--- src/rtl/buf_wr_port_arbiter.sv ---
// rtl/buf_wr_port_arbiter.sv - namespace-buffer write port arbiter (execute FIFO vs load/store)
//
// Ports:
//   clk, reset                   clock, asynchronous active-high reset
//   exec_wr_req/addr/data        execute write push (nonzero req = push), no backpressure
//   ls_valid, ls_ready           load/store handshake (ls_ready is combinational)
//   ls_wr_req/addr/data          load/store write payload
//   clr_ovf                      synchronous clear of the sticky overflow flag
//   buf_wr_req/addr/data_out     registered write port to the buffer banks
//   buf_wr_src                   0 = execute, 1 = load/store
//   fifo_count                   execute FIFO occupancy (0..FIFO_DEPTH)
//   ovf                          sticky execute FIFO overflow
module buf_wr_port_arbiter #(
  parameter int NS_ID_BITS        = 3,
  parameter int NS_INDEX_ID_BITS  = 5,
  parameter int BASE_STRIDE_WIDTH = 4 * (NS_INDEX_ID_BITS + NS_ID_BITS),
  parameter int DATA_WIDTH        = 32,
  parameter int FIFO_DEPTH        = 4,
  parameter int STARVE_LIMIT      = 3
) (
  input  logic                               clk,
  input  logic                               reset,
  input  logic [5:0]                         exec_wr_req,
  input  logic [BASE_STRIDE_WIDTH-1:0]       exec_wr_addr,
  input  logic [DATA_WIDTH-1:0]              exec_wr_data,
  input  logic                               ls_valid,
  output logic                               ls_ready,
  input  logic [5:0]                         ls_wr_req,
  input  logic [BASE_STRIDE_WIDTH-1:0]       ls_wr_addr,
  input  logic [DATA_WIDTH-1:0]              ls_wr_data,
  input  logic                               clr_ovf,
  output logic [5:0]                         buf_wr_req_out,
  output logic [BASE_STRIDE_WIDTH-1:0]       buf_wr_addr_out,
  output logic [DATA_WIDTH-1:0]              buf_wr_data_out,
  output logic                               buf_wr_src,
  output logic [$clog2(FIFO_DEPTH):0]        fifo_count,
  output logic                               ovf
);

  localparam int PTR_W   = $clog2(FIFO_DEPTH);
  localparam int CNT_W   = PTR_W + 1;
  localparam int ENTRY_W = 6 + BASE_STRIDE_WIDTH + DATA_WIDTH;

  logic [ENTRY_W-1:0] mem [FIFO_DEPTH];
  logic [PTR_W-1:0]   wr_ptr;
  logic [PTR_W-1:0]   rd_ptr;
  logic [CNT_W-1:0]   count;
  logic [3:0]         starve_cnt;

  logic               fifo_empty;
  logic               fifo_full;
  logic               forced_ls;
  logic               grant_e;
  logic               grant_l;
  logic               push;
  logic               push_ok;
  logic               drop;
  logic [ENTRY_W-1:0] head;

  assign fifo_empty = (count == '0);
  assign fifo_full  = (count == CNT_W'(FIFO_DEPTH));
  assign forced_ls  = (starve_cnt == 4'(STARVE_LIMIT));
  assign head       = mem[rd_ptr];

  // A forced load/store slot blocks the execute head even if load/store
  // has since gone idle; the port simply idles that cycle.
  assign grant_e  = !fifo_empty && !forced_ls;
  // Whenever execute is not granted, ls_ready is high, so grant_l is
  // exactly the handshake.
  assign grant_l  = !grant_e && ls_valid;
  assign ls_ready = fifo_empty || forced_ls;

  // A full FIFO still accepts a push when its head leaves the same cycle.
  assign push    = (exec_wr_req != 6'd0);
  assign push_ok = push && (!fifo_full || grant_e);
  assign drop    = push && fifo_full && !grant_e;

  assign fifo_count = count;

  // Storage is not reset: pointers and count alone define validity.
  always_ff @(posedge clk) begin
    if (push_ok) begin
      mem[wr_ptr] <= {exec_wr_req, exec_wr_addr, exec_wr_data};
    end
  end

  always_ff @(posedge clk or posedge reset) begin
    if (reset) begin
      wr_ptr <= '0;
      rd_ptr <= '0;
      count  <= '0;
    end else begin
      if (push_ok) wr_ptr <= wr_ptr + PTR_W'(1);
      if (grant_e) rd_ptr <= rd_ptr + PTR_W'(1);
      case ({push_ok, grant_e})
        2'b10:   count <= count + CNT_W'(1);
        2'b01:   count <= count - CNT_W'(1);
        default: count <= count;
      endcase
    end
  end

  always_ff @(posedge clk or posedge reset) begin
    if (reset) begin
      starve_cnt <= 4'd0;
    end else if (ls_valid && !ls_ready) begin
      if (starve_cnt != 4'(STARVE_LIMIT)) starve_cnt <= starve_cnt + 4'd1;
    end else begin
      starve_cnt <= 4'd0;
    end
  end

  // Set has priority over clear when both land in the same cycle.
  always_ff @(posedge clk or posedge reset) begin
    if (reset) begin
      ovf <= 1'b0;
    end else if (drop) begin
      ovf <= 1'b1;
    end else if (clr_ovf) begin
      ovf <= 1'b0;
    end
  end

  always_ff @(posedge clk or posedge reset) begin
    if (reset) begin
      buf_wr_req_out  <= '0;
      buf_wr_addr_out <= '0;
      buf_wr_data_out <= '0;
      buf_wr_src      <= 1'b0;
    end else if (grant_e) begin
      {buf_wr_req_out, buf_wr_addr_out, buf_wr_data_out} <= head;
      buf_wr_src <= 1'b0;
    end else if (grant_l) begin
      buf_wr_src <= 1'b1;
      // A zero-vector request is consumed but drives an idle (all-zero) slot.
      if (ls_wr_req != 6'd0) begin
        buf_wr_req_out  <= ls_wr_req;
        buf_wr_addr_out <= ls_wr_addr;
        buf_wr_data_out <= ls_wr_data;
      end else begin
        buf_wr_req_out  <= '0;
        buf_wr_addr_out <= '0;
        buf_wr_data_out <= '0;
      end
    end else begin
      buf_wr_req_out  <= '0;
      buf_wr_addr_out <= '0;
      buf_wr_data_out <= '0;
    end
  end

endmodule

--- config.mk ---
export PLATFORM = sky130hd
export DESIGN_NAME = buf_wr_port_arbiter
export DESIGN_NICKNAME = d
export VERILOG_FILES = /design/src/rtl/buf_wr_port_arbiter.sv
export SDC_FILE = /design/constraint.sdc
export NUM_CORES = 1
export LEC_CHECK = 0
export CORE_MARGIN = 8
export CORE_UTILIZATION = 48
export DETAILED_ROUTE_END_ITERATION = 7
export GPL_TIMING_DRIVEN = 0
export PLACE_DENSITY = 0.76
export RECOVER_POWER = 25
export SLEW_MARGIN = 20
export SYNTH_ARGS = -nofsm -noshare
export SYNTH_HDL_FRONTEND = slang
export SYNTH_SLANG_ARGS = --single-unit
--- constraint.sdc ---
create_clock -name clk -period 3.2 [get_ports clk]
set_input_delay 0.64 -clock clk [delete_from_list [all_inputs] [get_ports clk]]
set_output_delay 0.64 -clock clk [all_outputs]
set_load 0.01 [all_outputs]
==> flow_summary_export.csv, run 1 <==
group,metric,value,unit
floorplan,start_util,48.8,%
cts,clkSinkCount,363,
global_route,grtUsageTotal,17.3,%
logic_synthesis,yosys.area.top_type,"edfxtp_1",
routing,top_layer_used,"met5",
logic_synthesis,ys_seq_area_share,77.4,%
logic_synthesis,synth_simple_gate_area_share,5.34,%
logic_synthesis,synth_top_area_share,62.0,%
logic_synthesis,syn_area_per_cell,18.5,um^2
routing,wl,29400,um
critical_path,cp-start-kind,"flip-flop",
sta,worst_slew_pin_slew,1920,ps
sta,finalHoldViolations,0,
routing,drc,0,
routing,routed-wl-met2,14600,um
finish,drive_above_1_share,16.1,%
logic_synthesis,ys_ff_latch,363,
critical_path,crit_path_cell_trace,"ha_1, nor3b_4, nor2_2, inv_1, buf_8, buf_4, clkdlybuf4s50_1",
floorplan,coreArea,27800,um^2
cts,path_clk_slew,60,ps
flow_run,drv_cap,1,
cts,root_buffer,"clkbuf_16",
cts,insertion_delay,510,ps
logic_synthesis,synth_ff_type,"edfxtp_1",
floorplan,boundaryPins,220,
cts,cts.hold.buffers_added,0,
logic_synthesis,synth_common_cells,"280 x edfxtp_1, 143 x nand2_1, 83 x dfrtp_1",
logic_synthesis,yosys_warnings,0,
outcome,violations,"capacitance limit, slew limit",
logic_synthesis,synth-edff-count,280,
critical_path,slowest_delay,550,ps
logic_synthesis,syn-cell-area,13600,um^2
floorplan,rows,61,
routing,wl_met1,12400,um
critical_path,worstSetupPathType,"reg2out",
routing,drt-initial-drc-count,592,
sta,report.final.slew_viol_count,35,
routing,vias,7344,
power_and_ir_drop,p_sw,0.00526,W
routing,drt_first_pass_iters,5,
floorplan,chipWidth,184,um
routing,vias_per_cell,5.22,
sta,timing.final.ws_setup,111,ps
logic_synthesis,synth_most_common_cell,"edfxtp_1",
power_and_ir_drop,swShare,29.9,%
floorplan,fp.dieH,184,um
logic_synthesis,synth_mux_area_share,11.7,%
cts,h-tree-depth,2,
critical_path,endpoint_kind,"output port",
finish,layout.nets,1145,
cts,cts_tree,"done",
power_and_ir_drop,combPwrFrac,33.9,%
global_route,grt_start_max_net_pins,50,
global_route,gr-total-overflow,0,
worst_hold_path,hp-class,"reg2reg",
sta,rsz0062_at_grt,"false",
place,port_buffers,218,
finish,areaGrowthSynthToFinish,29.5,%
logic_synthesis,synth_top_family_by_area,"multiplexers",
routing,route.met3.wl,1990,um
logic_synthesis,synth_xor_area_share,0.452,%
power_and_ir_drop,power_density,1000,nW/um^2
logic_synthesis,synth_cells,732,
critical_path,crit_fanout,10,
sta,period_minus_slack,3090,ps
place,gp_congestion,0.706,
sta,setup_viol,0,
routing,ant_nets,0,
logic_synthesis,post_synth_num_cell_types,33,
global_route,grt_pass1_wl,44800,um
cts,cts.path.max_buffers,3,
power_and_ir_drop,internal-power,0.0123,W
logic_synthesis,synth_compound_area_share,2.95,%
sta,min_period_over_period,96.5,%
critical_path,reg2reg_slack,710,ps
power_and_ir_drop,cellLeakagePower,6.27,nW
sta,max_freq,324,MHz
critical_path,crit_slowest_cell,"clkdlybuf4s50_1",
routing,wl_per_cell,20.9,um
logic_synthesis,synthArstFlopShare,22.9,%
global_route,grt_antenna_before_repair,8,
place,post-place-ws,178,ps
sta,final.setup.tns,0,ps
power_and_ir_drop,pwr-share-clk,23.5,%
power_and_ir_drop,pwr-share-seq,42.5,%
place,dpl.cell_count,1333,
sta,relSlewSlack,-28.8,%
critical_path,arrival,2450,ps
logic_synthesis,synth.net_count,882,
global_route,grt_pass1_vias,7837,
logic_synthesis,synth_area_leaders,"edfxtp_1 62%, dfrtp_1 15%, mux4_2 12%",
critical_path,cp.required,2560,ps
logic_synthesis,synthAdderAreaFrac,0.609,%
floorplan,die_area,33900,um^2
finish,stdcell_count,1408,
sta,worst_clock_skew,15.4,ps
place,place_hpwl,19300,um
outcome,status,"complete, but fails checks",
power_and_ir_drop,max-vdd-ir-drop,0.000711,V
cts,cts_made_buffers,37,
power groups by stage:
| stage | registers (W) | logic [W] | clock network (W) |
|---|---|---|---|
| floorplan | 0.00781 | 0.00326 | 0 |
| global placement | 0.00769 | 0.00584 | 0 |
| detailed placement | 0.00758 | 0.00611 | 0 |
| CTS | 0.00750 | 0.00614 | 0.00422 |
| global route | 0.00764 | 0.00653 | 0.00441 |
| finish | 0.00749 | 0.00597 | 0.00414 |
stage by stage:
stage          total power [W]  area, um^2  hold WS [ps]  util [%]
3_3_place_gp            0.0135       16200           449      58.3
6_report                0.0176       17600           463      63.2
3_5_place_dp            0.0137       16300           458      58.8
2_1_floorplan           0.0111       13600           432         -
4_1_cts                 0.0179       17500           463      63.1
5_1_grt                 0.0186       17600           511      63.2
layer usage:
layer	vias up	global-route usage (%)
li1	3330	-
met1	3727	22.6
met2	244	29.1
met3	37	3.95
met4	6	4.49
met5	-	0
flip-flops by register name (all words and copies together), names as in the netlist:
signal	count
mem	280
buf_wr_addr_out	32
buf_wr_data_out	32
buf_wr_req_out	6
starve_cnt	4
fifo_count	3
rd_ptr	2
wr_ptr	2
buf_wr_src	1
ovf	1
worst paths after layout:
kind | startpoint | end | cells past startpoint
max reg2reg | starve_cnt[0] | buf_wr_data_out[27] | 7
max in group asynchronous | reset | buf_wr_addr_out[25] | 3
max | starve_cnt[0] | ls_ready | 7
min in group asynchronous | reset | buf_wr_data_out[18] | 2
min reg2reg | starve_cnt[0] | starve_cnt[0] | 1
min | starve_cnt[0] | starve_cnt[0] | 1
worst max-delay path, delay by kind of cell (launching register included):
kind / cells / cell delay [ps]
flops: 1 / 370
buf+inv: 4 / 1050
fa+ha+maj: 1 / 200
simple gates: 2 / 320
timing repair:
item	in CTS	in global routing
resized for setup	1	3
pin swaps	0	0
endpoints found under the setup margin	1	1
setup buffers	1	0
layout by cell type, fill, tap and decap left out, types with 30 or more instances in the layout:
cell	Yosys	layout
clkdlybuf4s50_1	0	164
o21ai_0	61	61
mux4_2	70	70
dlygate4sd3_1	0	54
clkbuf_1	17	30
edfxtp_1	280	280
dfrtp_1	83	83
nand2_1	143	143
clkbuf_16	0	39
area by class of cell:
type | instances | area, um^2
Sequential cell | 363 | 10500
Fill cell | 2012 | 10200
Multi-Input combinational cell | 325 | 2880
Timing Repair Buffer | 224 | 2300
Clock buffer | 55 | 1070
Tap cell | 378 | 473
Buffer | 39 | 201
Clock inverter | 12 | 114
Inverter | 5 | 20.0
Antenna cell | 7 | 17.5
cells by family (layout without fill, tap and decap cells):
kind of cell	after synthesis	count (layout)
mux	71	71
xor+xnor	7	7
other cells	0	7
compound gates	71	71
buf+inv	44	335
fa+ha+maj	6	6
simple gates	170	170
flops	363	363
No activity file was read; power rests on OpenSTA's default activity.
==> inputs of run 2 (changes only) <==
--- a/config.mk
+++ b/config.mk
@@ -8,7 +8,8 @@
 export CORE_MARGIN = 8
 export CORE_UTILIZATION = 48
 export DETAILED_ROUTE_END_ITERATION = 7
-export GPL_TIMING_DRIVEN = 0
+export GPL_ROUTABILITY_DRIVEN = 0
+export GPL_TIMING_DRIVEN = 1
 export PLACE_DENSITY = 0.76
 export RECOVER_POWER = 25
 export SLEW_MARGIN = 20
==> constraint.sdc (replaced) <==
create_clock -name clk -period 3.2 [get_ports clk]
set_input_delay 0.64 -clock clk [delete_from_list [all_inputs] [get_ports clk]]
set_output_delay 0.64 -clock clk [all_outputs]
set_load 0.02 [all_outputs]
==> run 2 against run 1 <==
The flow now finishes without violations. Worst hold slack better by 4.5 ps. Sequential power is 3% higher. Combinational power hardly changed. Final area is 0.88% lower. Cell count is 2.6% lower. Register-to-register slack better by 40 ps. Clock power is 2% lower. Die area stayed put. Critical path depth is 2 lower. Utilization is 0.55 points lower. Routed wire length is 3.8% lower. Critical path type unchanged. Largest power group unchanged. Highest routed layer unchanged.
==> flow_summary_export.csv, run 2 (same netlist as run 1, synthesis figures left out) <==
group,metric,value,unit
routing,ant_nets,0,
finish,most-common-layout-cells,"280 x edfxtp_1, 168 x clkdlybuf4s50_1, 143 x nand2_1",
sta,period_minus_slack,2900,ps
worst_hold_path,hp-class,"reg2reg",
cts,path_clk_slew,60,ps
floorplan,boundaryPins,220,
worst_hold_path,worstHoldPathCells,1,
finish,multiInputGateArea,2870,um^2
sta,report.final.slew_viol_count,0,
floorplan,start_util,48.8,%
critical_path,arrival,2260,ps
floorplan,coreArea,27800,um^2
cts,h-tree-depth,2,
finish,fill_cells,2019,
critical_path,reg2reg_depth,8,
routing,vias_per_cell,5.16,
cts,cts.hold.buffers_added,0,
finish,postLayoutCoreUtil,62.6,%
floorplan,die_area,33900,um^2
routing,drt-initial-drc-count,332,
routing,vias,7077,
routing,drc,0,
finish,reg_top3,"mem (280), buf_wr_addr_out (32), buf_wr_data_out (32)",
sta,worst_clock_skew,10.0,ps
sta,finalHoldViolations,0,
finish,regMostFlops,"mem",
power_and_ir_drop,max-vdd-ir-drop,0.000665,V
critical_path,worstSetupPathType,"reg2out",
floorplan,chipWidth,184,um
global_route,grt_pass1_wl,43700,um
place,port_buffers,219,
global_route,grt_start_max_net_pins,75,
cts,root_buffer,"clkbuf_16",
flow_run,drv_cap,0,
global_route,gr-total-overflow,0,
global_route,grt_pass1_vias,7700,
routing,drt_first_pass_iters,4,
power_and_ir_drop,power_density,1020,nW/um^2
finish,stdcell_count,1371,
finish,drive_above_1_share,15.6,%
cts,cts.path.max_buffers,3,
finish,layout.cells.most_common,"edfxtp_1",
sta,min_period_over_period,90.5,%
critical_path,cp-start-kind,"flip-flop",
critical_path,cp.required,2560,ps
cts,cts_tree,"done",
finish,regArea,10500,um^2
sta,relSlewSlack,38.5,%
floorplan,rows,61,
finish,largest_register_ffs,280,
sta,rsz0062_at_grt,"false",
outcome,status,"complete, no violations",
cts,ctsResizeCount,0,
power_and_ir_drop,cellLeakagePower,6.18,nW
sta,setup_viol,0,
place,placed_cell_area,16200,um^2
routing,wl_per_cell,20.7,um
global_route,grt_antenna_before_repair,6,
critical_path,endpoint_kind,"output port",
critical_path,crit_fanout,5,
cts,clkSinkCount,363,
global_route,grtUsageTotal,16.7,%
finish,areaGrowthSynthToFinish,28.4,%
finish,layout.nets,1115,
cts,cts_made_buffers,37,
cts,insertion_delay,500,ps
cts,postCtsSetupBuffers,0,
sta,max_freq,345,MHz
place,dpl.cell_count,1304,
sta,final.setup.tns,0,ps
routing,wl,28300,um
place,place_hpwl,17200,um
finish,design_area,17400,um^2
floorplan,fp.dieH,184,um
sta,worst_slew_pin_slew,923,ps
run 2: cell types whose count changed in the layout (fill, tap and decap cells not counted), moves of 4 or more:
cell	change
diode_2	-4
buf_12	+4
buf_2	-8
clkbuf_1	-19
clkdlybuf4s50_1	+4
clkbuf_2	-6
run 2: routing by layer:
| metal | GRT usage, % | routed length (um) |
|---|---|---|
| met1 | 21.5 | 12200 |
| met2 | 28.2 | 13900 |
| met3 | 4.37 | 1740 |
| met4 | 3.45 | 393 |
| met5 | 0 | 44 |
run 2: worst paths after layout:
path	start	to	slack [ps]
worst max-delay path	starve_cnt[0]	ls_ready	300
worst min-delay path	starve_cnt[0]	starve_cnt[0]	470
worst max register to register	starve_cnt[0]	fifo_count[2]	750
worst min register to register	starve_cnt[0]	starve_cnt[0]	470
max in group asynchronous	reset	buf_wr_addr_out[9]	1820
min in group asynchronous	reset	buf_wr_data_out[16]	570
run 2: worst max-delay path: stages, from the launching register on:
cell,delay [ps]
dfrtp_1,370
ha_1,190
nor3b_4,430
nor2_4,80
inv_2,80
clkdlybuf4s50_1,610
run 2: final cells by class:
cell class | instances | area share [%]
clock inverters | 10 | 0.575
clock buffers | 54 | 6.03
inverters | 5 | 0.122
well taps | 378 | 2.72
flip-flops and latches | 363 | 60.3
diodes | 3 | 0.0431
multi-input cells | 325 | 16.5
repair buffers | 233 | 13.7
run 2: report_power, final:
part	total, W	internal [W]	leakage [nW]	switching, W
clock network	0.00406	0.00243	0.563	0.00164
logic	0.00596	0.00271	1.99	0.00325
registers	0.00769	0.00708	3.63	0.000611
total	0.0177	0.0122	6.18	0.00550
run 2: per-stage QoR:
step | total power (W) | hold slack, ps | setup WS [ps]
after floorplan | 0.0114 | 432 | 48.8
after global placement | 0.0137 | 451 | 394
after detailed placement | 0.0139 | 457 | 351
after CTS | 0.0180 | 464 | 260
after global routing | 0.0187 | 501 | 175
final | 0.0177 | 468 | 303
==> inputs of run 3 (changes only) <==
--- a/config.mk
+++ b/config.mk
@@ -5,12 +5,13 @@
 export SDC_FILE = /design/constraint.sdc
 export NUM_CORES = 1
 export LEC_CHECK = 0
+export CAP_MARGIN = 20
 export CORE_MARGIN = 8
 export CORE_UTILIZATION = 48
 export DETAILED_ROUTE_END_ITERATION = 7
 export GPL_ROUTABILITY_DRIVEN = 0
 export GPL_TIMING_DRIVEN = 1
-export PLACE_DENSITY = 0.76
+export PLACE_DENSITY = 0.8
 export RECOVER_POWER = 25
 export SLEW_MARGIN = 20
 export SYNTH_ARGS = -nofsm -noshare
==> run 3 against run 2 <==
Power increased by 1.1%. Largest power group unchanged. Utilization increased by 0.23 points. Die area unchanged. Final area is 0.36% higher. Sequential share of layout area down 0.22 points. Clock power increased by 4%. Sequential power hardly changed. Highest routed layer unchanged. Combinational power about the same. Global-route usage grew 0.26 points.
==> flow_summary_export.csv, run 3 (same netlist as run 1, synthesis figures left out) <==
group,metric,value,unit
outcome,status,"complete, no violations",
global_route,grtUsageTotal,16.9,%
finish,regMostFlops,"mem",
cts,ctsResizeCount,0,
place,place_hpwl,17300,um
critical_path,crit_path_cell_trace,"ha_1, nor3b_4, nor2_4, inv_2, clkdlybuf4s50_1",
cts,path_clk_slew,60,ps
critical_path,crit_fanout,5,
routing,drc,0,
global_route,grt_start_max_net_pins,75,
floorplan,coreArea,27800,um^2
sta,worst_clock_skew,18.8,ps
critical_path,worstSetupPathType,"reg2out",
floorplan,boundaryPins,220,
critical_path,endpoint_kind,"output port",
floorplan,fp.dieH,184,um
flow_run,drv_cap,0,
floorplan,die_area,33900,um^2
critical_path,worstReg2RegEnd,"fifo_count[2]",
worst_hold_path,worstHoldPathCells,1,
routing,wl,29000,um
worst_hold_path,whs_endpoint,"starve_cnt[0]",
global_route,grt_pass1_vias,7719,
power_and_ir_drop,cellLeakagePower,6.20,nW
sta,finalHoldViolations,0,
global_route,grt_antenna_before_repair,8,
finish,largest_register_ffs,280,
sta,min_period_over_period,91.9,%
finish,regArea,10500,um^2
cts,root_buffer,"clkbuf_16",
critical_path,crit_slowest_cell,"clkdlybuf4s50_1",
finish,design_area,17500,um^2
cts,cts.path.max_buffers,3,
place,port_buffers,219,
place,placed_cell_area,16200,um^2
routing,vias,7139,
finish,most-common-layout-cells,"280 x edfxtp_1, 168 x clkdlybuf4s50_1, 143 x nand2_1",
routing,drt_first_pass_iters,5,
cts,cts_tree,"done",
floorplan,start_util,48.8,%
critical_path,r2r_start,"starve_cnt[0]",
routing,drt-initial-drc-count,486,
power_and_ir_drop,max-vdd-ir-drop,0.000565,V
sta,report.final.slew_viol_count,0,
critical_path,reg2reg_depth,8,
power_and_ir_drop,power_density,1030,nW/um^2
cts,cts.hold.buffers_added,0,
sta,worst_slew_pin_slew,1090,ps
finish,drive_above_1_share,15.6,%
cts,insertion_delay,520,ps
sta,final.setup.tns,0,ps
floorplan,chipWidth,184,um
finish,fill_cells,2001,
sta,period_minus_slack,2940,ps
finish,areaGrowthSynthToFinish,28.9,%
finish,layout.nets,1112,
cts,cts_made_buffers,37,
power_and_ir_drop,power,0.0179,W
cts,h-tree-depth,2,
critical_path,path_delay_family,"buffers and inverters",
critical_path,slowest_delay,630,ps
cts,postCtsSetupBuffers,0,
critical_path,cp-start-kind,"flip-flop",
sta,setup_viol,0,
worst_hold_path,hp-class,"reg2reg",
global_route,grt_pass1_wl,44000,um
sta,max_freq,340,MHz
floorplan,rows,61,
routing,ant_nets,0,
cts,clkSinkCount,363,
critical_path,cp.required,2560,ps
finish,layout.cells.most_common,"edfxtp_1",
finish,multiInputGateArea,2870,um^2
routing,wl_per_cell,21.1,um
global_route,gr-total-overflow,0,
finish,reg_top3,"mem (280), buf_wr_addr_out (32), buf_wr_data_out (32)",
routing,vias_per_cell,5.19,
worst_hold_path,hold_path.startpoint,"starve_cnt[0]",
sta,rsz0062_at_grt,"false",
sta,relSlewSlack,27.2,%
critical_path,crit_buf_inv,2,
critical_path,arrival,2300,ps
critical_path,reg2reg_slack,660,ps
## run 3: worst max path at each step
| stage | startpoint | end | slack, ps | depth (start not counted) |
|---|---|---|---|---|
| 2_1_floorplan | exec_wr_req[5] | mem[0][0] | 50 | 3 |
| 3_3_place_gp | exec_wr_req[4] | mem[1][14] | 170 | 4 |
| 3_5_place_dp | exec_wr_req[4] | mem[0][12] | 80 | 4 |
| 4_1_cts | starve_cnt[0] | ls_ready | 230 | 5 |
| 5_1_grt | starve_cnt[0] | ls_ready | 160 | 5 |
| 6_report | starve_cnt[0] | ls_ready | 260 | 5 |
## run 3: cell type report
type / count / area share [%]
Antenna cell: 6 / 0.0860
Inverter: 5 / 0.122
Clock buffer: 58 / 6.45
Multi-Input combinational cell: 325 / 16.5
Sequential cell: 363 / 60.1
Clock inverter: 10 / 0.458
Tap cell: 378 / 2.71
Timing Repair Buffer: 230 / 13.6
## run 3: power by group
part / switching (W) / leakage [nW] / internal, W
combinational: 0.00328 / 1.98 / 0.00271
sequential: 0.000627 / 3.63 / 0.00709
clock: 0.00170 / 0.597 / 0.00251
## run 3: metrics by stage
stage	setup slack, ps	utilization, %	cells	hold WS [ps]
2_1_floorplan	48.8	-	732	432
3_3_place_gp	172	58.2	1298	453
3_5_place_dp	79.4	58.2	1298	464
4_1_cts	230	62.6	1366	472
5_1_grt	156	62.8	1372	484
6_report	258	62.9	1375	477
## run 3: routing by layer
layer	routed length, um	part of all wire, %	vias to the layer above	track usage [%]
li1	-	-	3260	-
met1	11800	41	3597	21.2
met2	14700	51	218	29.2
met3	1890	6.5	56	4.19
met4	561	1.9	8	4.45
met5	44	0.15	-	0
